--- src/rtl/lib_switchblock_pkg.sv ---
// lib_switchblock_pkg: shared DEM-DAC switch-block widths, element count and enums.
package lib_switchblock_pkg;
    localparam int OUTPUT_WIDTH = 3;
    localparam int NUM_ELEMENTS = 2**OUTPUT_WIDTH - 1;
    localparam int PTR_WIDTH    = $clog2(NUM_ELEMENTS);
    typedef enum logic [1:0] {DEM_DWA, DEM_STATIC, DEM_MUTE, DEM_RSVD} dem_mode_e;
    typedef enum logic {IDLE, RUN} sched_state_e;
endpackage

--- src/rtl/dwa_mask_gen.sv ---
// dwa_mask_gen: k-ones thermometer rotated left by p (mod NUM_ELEMENTS) and wrapped next pointer.
module dwa_mask_gen #(
    parameter int OUTPUT_WIDTH = 3,
    parameter int NUM_ELEMENTS = 7,
    parameter int PTR_WIDTH    = 3
) (
    input  logic [OUTPUT_WIDTH-1:0] k,
    input  logic [PTR_WIDTH-1:0]    p,
    output logic [NUM_ELEMENTS-1:0] mask,
    output logic [PTR_WIDTH-1:0]    next_p
);
    int sum;
    assign sum    = int'(p) + int'(k);
    assign next_p = PTR_WIDTH'(sum >= NUM_ELEMENTS ? sum - NUM_ELEMENTS : sum);
    // element i is lit when its distance ahead of p is below k
    for (genvar i = 0; i < NUM_ELEMENTS; i++) begin : g_el
        assign mask[i] = ((i >= int'(p)) ? i - int'(p) : i + NUM_ELEMENTS - int'(p)) < int'(k);
    end
endmodule

--- src/rtl/dwa_element_scheduler.sv ---
// dwa_element_scheduler: turns accepted quantizer codes into rotating unit-element enables.
module dwa_element_scheduler #(
    parameter int OUTPUT_WIDTH = lib_switchblock_pkg::OUTPUT_WIDTH,
    parameter int NUM_ELEMENTS = 2**OUTPUT_WIDTH - 1,
    parameter int PTR_WIDTH    = $clog2(NUM_ELEMENTS)
) (
    input  logic                    clk_i,
    input  logic                    rst_i,
    input  logic                    enable_i,
    input  logic [1:0]              mode_i,
    input  logic                    sync_clear_i,
    input  logic [OUTPUT_WIDTH-1:0] code_i,
    input  logic                    code_valid_i,
    output logic                    code_ready_o,
    output logic [NUM_ELEMENTS-1:0] elem_en_o,
    output logic                    elem_valid_o,
    output logic [PTR_WIDTH-1:0]    ptr_o
);
    import lib_switchblock_pkg::*;
    localparam logic [OUTPUT_WIDTH:0] n_wide = (OUTPUT_WIDTH+1)'(NUM_ELEMENTS);
    sched_state_e              state;
    dem_mode_e                 mode;
    logic                      accept;
    logic [OUTPUT_WIDTH-1:0]   code_sat;
    logic [PTR_WIDTH-1:0]      mask_p;
    logic [PTR_WIDTH-1:0]      next_p;
    logic [NUM_ELEMENTS-1:0]   mask;
    assign mode         = dem_mode_e'(mode_i);
    assign code_ready_o = (state == RUN) && enable_i;
    assign accept       = code_valid_i && code_ready_o;
    assign code_sat     = ({1'b0, code_i} > n_wide) ? OUTPUT_WIDTH'(NUM_ELEMENTS) : code_i;
    // static mode is just a rotation from element 0
    assign mask_p       = (mode == DEM_STATIC) ? '0 : ptr_o;
    dwa_mask_gen #(
        .OUTPUT_WIDTH(OUTPUT_WIDTH),
        .NUM_ELEMENTS(NUM_ELEMENTS),
        .PTR_WIDTH(PTR_WIDTH)
    ) u_mask (
        .k(code_sat),
        .p(mask_p),
        .mask(mask),
        .next_p(next_p)
    );
    always_ff @(posedge clk_i or posedge rst_i) begin
        if (rst_i) begin
            state        <= IDLE;
            elem_en_o    <= '0;
            elem_valid_o <= 1'b0;
            ptr_o        <= '0;
        end else begin
            state        <= enable_i ? RUN : IDLE;
            elem_valid_o <= accept;
            if (accept) begin
                elem_en_o <= (mode == DEM_DWA || mode == DEM_STATIC) ? mask : '0;
                ptr_o     <= (mode == DEM_DWA) ? next_p : (mode == DEM_STATIC) ? '0 : ptr_o;
            end else if (state == RUN && !enable_i) begin
                elem_en_o <= '0;
            end
            if (sync_clear_i)
                ptr_o <= '0;
        end
    end
endmodule

--- config.mk ---
export PLATFORM = sky130hd
export DESIGN_NAME = dwa_element_scheduler
export DESIGN_NICKNAME = d
export VERILOG_FILES = /design/src/rtl/lib_switchblock_pkg.sv /design/src/rtl/dwa_mask_gen.sv /design/src/rtl/dwa_element_scheduler.sv
export SDC_FILE = /design/constraint.sdc
export NUM_CORES = 1
export LEC_CHECK = 0
export BUFFER_PORTS_ARGS = -buffer_cell sky130_fd_sc_hd__buf_2
export CAP_MARGIN = 5
export CORE_MARGIN = 2
export CORE_UTILIZATION = 55
export CTS_BUF_LIST = sky130_fd_sc_hd__clkbuf_4 sky130_fd_sc_hd__clkbuf_8 sky130_fd_sc_hd__clkbuf_16
export DETAILED_ROUTE_END_ITERATION = 8
export PLACE_DENSITY = 0.89
export SYNTH_ARGS = -nofsm -noshare
export SYNTH_HDL_FRONTEND = slang
export SYNTH_SLANG_ARGS = --single-unit
--- constraint.sdc ---
create_clock -name clk_i -period 2.85 [get_ports clk_i]
set_clock_uncertainty 0.15 [all_clocks]
set_input_delay 0.1425 -clock clk_i [delete_from_list [all_inputs] [get_ports clk_i]]
set_output_delay 0.1425 -clock clk_i [all_outputs]
set_load 0.05 [all_outputs]
---- Word level (Yosys, flattened, before mapping) ----
Cells that the tools add are included.
word-level totals
  register bits ........................... 12
  input bits .............................. 10
  output and inout port bits .............. 12
  word-level logic and storage cells ...... 60
operators by class
  $add $sub $neg .......................... 16
  magnitude comparators ................... 15
  equal/unequal tests ..................... 1
  mux-type cells .......................... 16
  reduce and logical (&&, ||, !) cells .... 8
operators with widths
  kind                   count
  $lt A32 B4 Y1          7
  $mux W32               7
  $sub A4 B3 Y5 const A  6
  $mux W7                3
  $sub A3 B3 Y4 const A  4
  $mux W3                5
  $ge A3 B3 Y1 const A   3
  $sub A1 B3 Y4 const A  2
  $sub A2 B3 Y4 const A  2
  $ge A1 B3 Y1 const A   2
  $ge A2 B3 Y1 const A   2
  $add A3 B3 Y4          1
  $ge A4 B3 Y1 const B   1
  $reduce_bool A2 Y1     2
  $logic_and A1 B1 Y1    3
  $sub A3 B1 Y3 const B  1
  $eq A2 B1 Y1 const B   1
  $logic_not A2 Y1       1
  $logic_not A1 Y1       1
  $logic_or A1 B1 Y1     1
  $mux W1                1

---- Logic depth before layout (Yosys ltp) ----
  word-level depth ........................ 8
  mapped depth ............................ 14
  gate-level depth less buffers ........... 13

---- Modules after synthesis ----
A second synthesis with hierarchy kept.
second synthesis, totals
  cell total of the unflattened synthesis .. 178
  area, all modules ....................... 1,546.5 µm²
modules (own cells, without submodules)
  module                 times used  cells each  area an instance (µm²)  sequential area each (µm²)
  dwa_mask_gen           1           130         993.5                   0.0
  dwa_element_scheduler  1           48          553.0                   300.3

---- Worst setup path before layout ----
No wires, ideal clock.
  path type ............................... register -> register
  from .................................... reg ptr_o[2]
  to ...................................... reg elem_en_o[2]
  setup time .............................. 0.067 ns
  arrival time ............................ 2.727 ns
  data required time ...................... 2.633 ns
  path slack .............................. -0.094 ns
  stages on the path, launching flop included .. 14
  buffers on the path ..................... 1
  clock period less this slack ............ 2.944 ns
  cell sequence ........................... dfrtp_1 > buf_2 > inv_2 > nor2_4 > inv_2 > ha_1 > nor2_1 > a22oi_1 > o21ai_0 > ha_1 > a221oi_1 > nand2_1 > a31oi_1 > a221o_1
between the ends
  cells in the longest elaborated chain, start to end .. 6
  elaborated cells between the ends (all ways) .. 8
  classes of those cells .................. add/sub: 2; order compare: 2; mux: 4
ends and longest elaborated chain
  what                                   RTL line                     source
  start: declaration                     dwa_element_scheduler.sv:17  output logic [PTR_WIDTH-1:0] ptr_o
  start signal: assignment               dwa_element_scheduler.sv:55  ptr_o <= (mode == DEM_DWA) ? next_p : (mode == DEM_STATIC) ? '0 : ptr_o;
  $mux W3 *                              --
  $sub A4 B3 Y5 (tied with other cells)  dwa_mask_gen.sv:17           assign mask[i] = ((i >= int'(p)) ? i - int'(p) : i + NUM_ELEMENTS - int'(p)) < int'(k);
  $mux W32 *                             dwa_mask_gen.sv:17
  $lt A32 B4 Y1 *                        dwa_mask_gen.sv:17
  $mux W7 *                              dwa_element_scheduler.sv:54  elem_en_o <= (mode == DEM_DWA || mode == DEM_STATIC) ? mask : '0;
  $mux W7 *                              dwa_element_scheduler.sv:53  if (accept) begin
  end signal: assignment                 dwa_element_scheduler.sv:54
  end: declaration                       dwa_element_scheduler.sv:15  output logic [NUM_ELEMENTS-1:0] elem_en_o,
Mark *: on every way between the ends. The rest lies on a longest branch, timed or not.
A chain may end at the register's enable or synchronous reset.

---- Worst setup path in the final report ----
  from .................................... reg ptr_o[1]
  to ...................................... reg elem_en_o[2]
The elaborated chain is that of the path after synthesis.

==> out/metrics.cfg <==
[timing]
tightest_slew_ps=543.3
clock.fmax_mhz=383.6
hold_violations=0
period_share_pct=91.48
fin_crit_ps=2607
finalMaxSlewViolations=0
fin_tns_setup_ps=0
fin_ws_ps=242.8
slew_headroom_pct=63.78
grt_setup_unrepaired=false
setup_viol=0

[flow_run]
maxCapViolCount=0

[power]
power_per_cell_area_mw_per_mm2=265.6
leakage_uw=0.0008883
vdd_drop_max_mv=0.3630

[critical_path]
reg2reg_to=elem_en_o[2]
worstRegToRegCells=12
critPathLaunch=ptr_o[1]
path_max_fanout=7
critPathSlowestCell=dfrtp_2
cp.required_ps=2930
cp-end-kind=register
crit_type=reg -> reg
cp_cell_sequence=and2_1 -> nand2_1 -> ha_1 -> inv_1 -> nand2_1 -> a21oi_1 -> o21ai_0 -> ha_1 -> a221oi_1 -> nand2_1 -> a31oi_1 -> a221o_1
worstPathArrival_ps=2690
setup.worst_path.start_class=register
rrSetupSlack_ps=240
critPathMostFrequentCell=nand2_1
rr_startpoint=ptr_o[1]
endpoint=elem_en_o[2]
slowest_delay_ps=360

[yosys]
yosys.area_share.simple_pct=17.89
synth_top_family_by_area=compound AO/OA/AOI/OAI gates
yosysTopAreaCell=ha_1
yosysSeqAreaShare_pct=19.00
netlist_instances=203
yosysMostFrequentCell=ha_1
yosys.cell_types.count=51
synth_fa_ha_area_share_pct=19.79
synth.avg_cell_area_um2=7.785
synth-edff-count=0
synth_area_leaders=ha_1, dfrtp_1, a21oi_1
synth_seq_cells=12
synth-xor-area-share_pct=4.434
netlist_top_cells_count=ha_1, nand2_1, a21oi_1
synth.area.mux_share_pct=1.267
synth_compound_area_share_pct=30.09
synth_ff_type=dfrtp_1
synthArstFlopShare_pct=100.0
syn_area_mm2=0.001580
synthesis.nets=238
netlist.area_leader.share_pct=19.79
yosys_warnings=0

[detailed_routing]
drt_wl_total_mm=4.204
wire_per_inst_um=15.86
drc=0
drtPass1Iterations=4
drt_first_iter_violations=71
ant_nets=0
via_per_inst=6.223
vias=1649

[layout]
final_util_pct=67.41
final_cell_area_mm2=0.001843
num_antenna_cells=0
nets=270
syn_to_final_growth_pct=16.63
drive_gt1_share_pct=21.79

[floorplanning]
die_y_um=57.60
dieArea_mm2=0.003318
io_pins=22
dieWidth_um=57.60
core_mm2=0.002734
num_rows=19
initial_utilization_pct=57.80

[clocking]
post-cts-setup-buffers=0
cts_max_level=1
cts_buffers=3
clk_pin_slew_ps=90
clock_sinks=12
cts_tree=built
cts-root-buf=clkbuf_4
clock_path_buffers=2
clkLatencyLatePin_ps=280

[global_routing]
grt_pass1_wl_mm=7.065
track_usage_pct=27.44
antenna_found_initial=0
grt_pass1_vias=1506
grt_overflow_total=0
grt_max_degree=17

[place]
io_buffers=21
place_ws_ps=102.1
place_area_mm2=0.001767
place_hpwl_mm=3.187
gp_congestion=0.9174

[outcome]
status=completed

[hold_path]
hold_path_class=in -> reg

-- registers in the layout (all words and copies together), names as in the netlist --
name	flops
elem_valid_o	1
state	1
elem_en_o	7
ptr_o	3
-- worst max-delay path: cells and delay by family (launching register included) --
kind | cells | cell delay [ps]
compound gates | 5 | 820
flops | 1 | 360
buf+inv | 1 | 110
fa+ha+maj | 2 | 540
simple gates | 4 | 580
-- where the power goes --
part / internal [µW] / switching (µW)
Combinational: 57.2 / 106
Sequential: 178 / 4.96
Clock: 77.8 / 65.1
Total: 314 / 176
-- logic make-up (layout without fill, tap and decap cells) --
| logic type | after synthesis | count (layout) |
|---|---|---|
| and+or+nand+nor | 60 | 60 |
| adders and majority gates | 25 | 25 |
| buffers and inverters | 28 | 59 |
| DFF | 12 | 12 |
| xor gates and xnor gates | 8 | 8 |
| AOI/OAI and AO/OA | 68 | 68 |
| muxes | 2 | 2 |
-- timing repair --
item | CTS | global route
hold buffers | 4 | 0
resized for setup | 0 | 0
setup endpoints to repair | 0 | 0
hold endpoints to repair | 17 | 0
-- cell type report --
cell class                 count  area [µm²]
sequential                    12       304.0
clock buffer                   4       36.28
tap                           31       38.79
inverter                      18       67.56
fill                         238       890.9
multi-input combinational    163        1161
timing repair buffer          37       235.2
-- through the flow --
| step | std cells | power [µW] | hold WS [ps] |
|---|---|---|---|
| after floorplan | 203 | 299.3 | -143.0 |
| after global placement | 257 | 339.9 | 17.78 |
| after detailed placement | 257 | 344.1 | 16.37 |
| after CTS | 265 | 486.2 | 111.3 |
| after global routing | 265 | 517.3 | 135.9 |
| final | 265 | 489.5 | 118.6 |
-- layer usage --
metal  routed length [µm]  up-vias  global-route usage, %
li1                     -      796                      -
met1                 1776      778                  38.26
met2                 2017       65                  44.32
met3                  322       10                  3.855
met4                   87        0                  7.641
met5                    0        -                      0
-- worst min-delay path by stage --
stage / startpoint / to / slack [ps] / cells after the start
finish: mode_i[1] / ptr_o[1] / 120 / 3
global route: mode_i[1] / ptr_o[1] / 140 / 3
CTS: mode_i[0] / ptr_o[2] / 110 / 4
detailed placement: rst_i / elem_valid_o / 20 / 2
global placement: rst_i / elem_valid_o / 20 / 2
floorplan: rst_i / elem_en_o[0] / -140 / 1
-- cell usage in the layout, fill, tap and decap left out, types with 2 or more instances in the layout --
master,count
o21a_1,3
nand4_1,3
and2_1,2
inv_1,15
a22oi_1,4
buf_4,12
nand2_1,22
dlygate4sd3_1,4
a21oi_1,17
buf_2,21
nor2b_1,2
a21o_1,2
o21ai_1,10
dfrtp_2,3
o21ai_0,7
xor2_1,2
a221oi_1,2
ha_1,25
dfrtp_1,9
a31oi_1,2
nand3_1,3
nor3_1,3
a22o_1,2
o221ai_1,2
o311ai_1,2
nor2_1,16
mux2i_1,2
inv_2,3
and3_1,2
clkbuf_4,3
a221o_1,2
xnor2_1,6
Note: power is estimated with default switching activity, not from simulation.
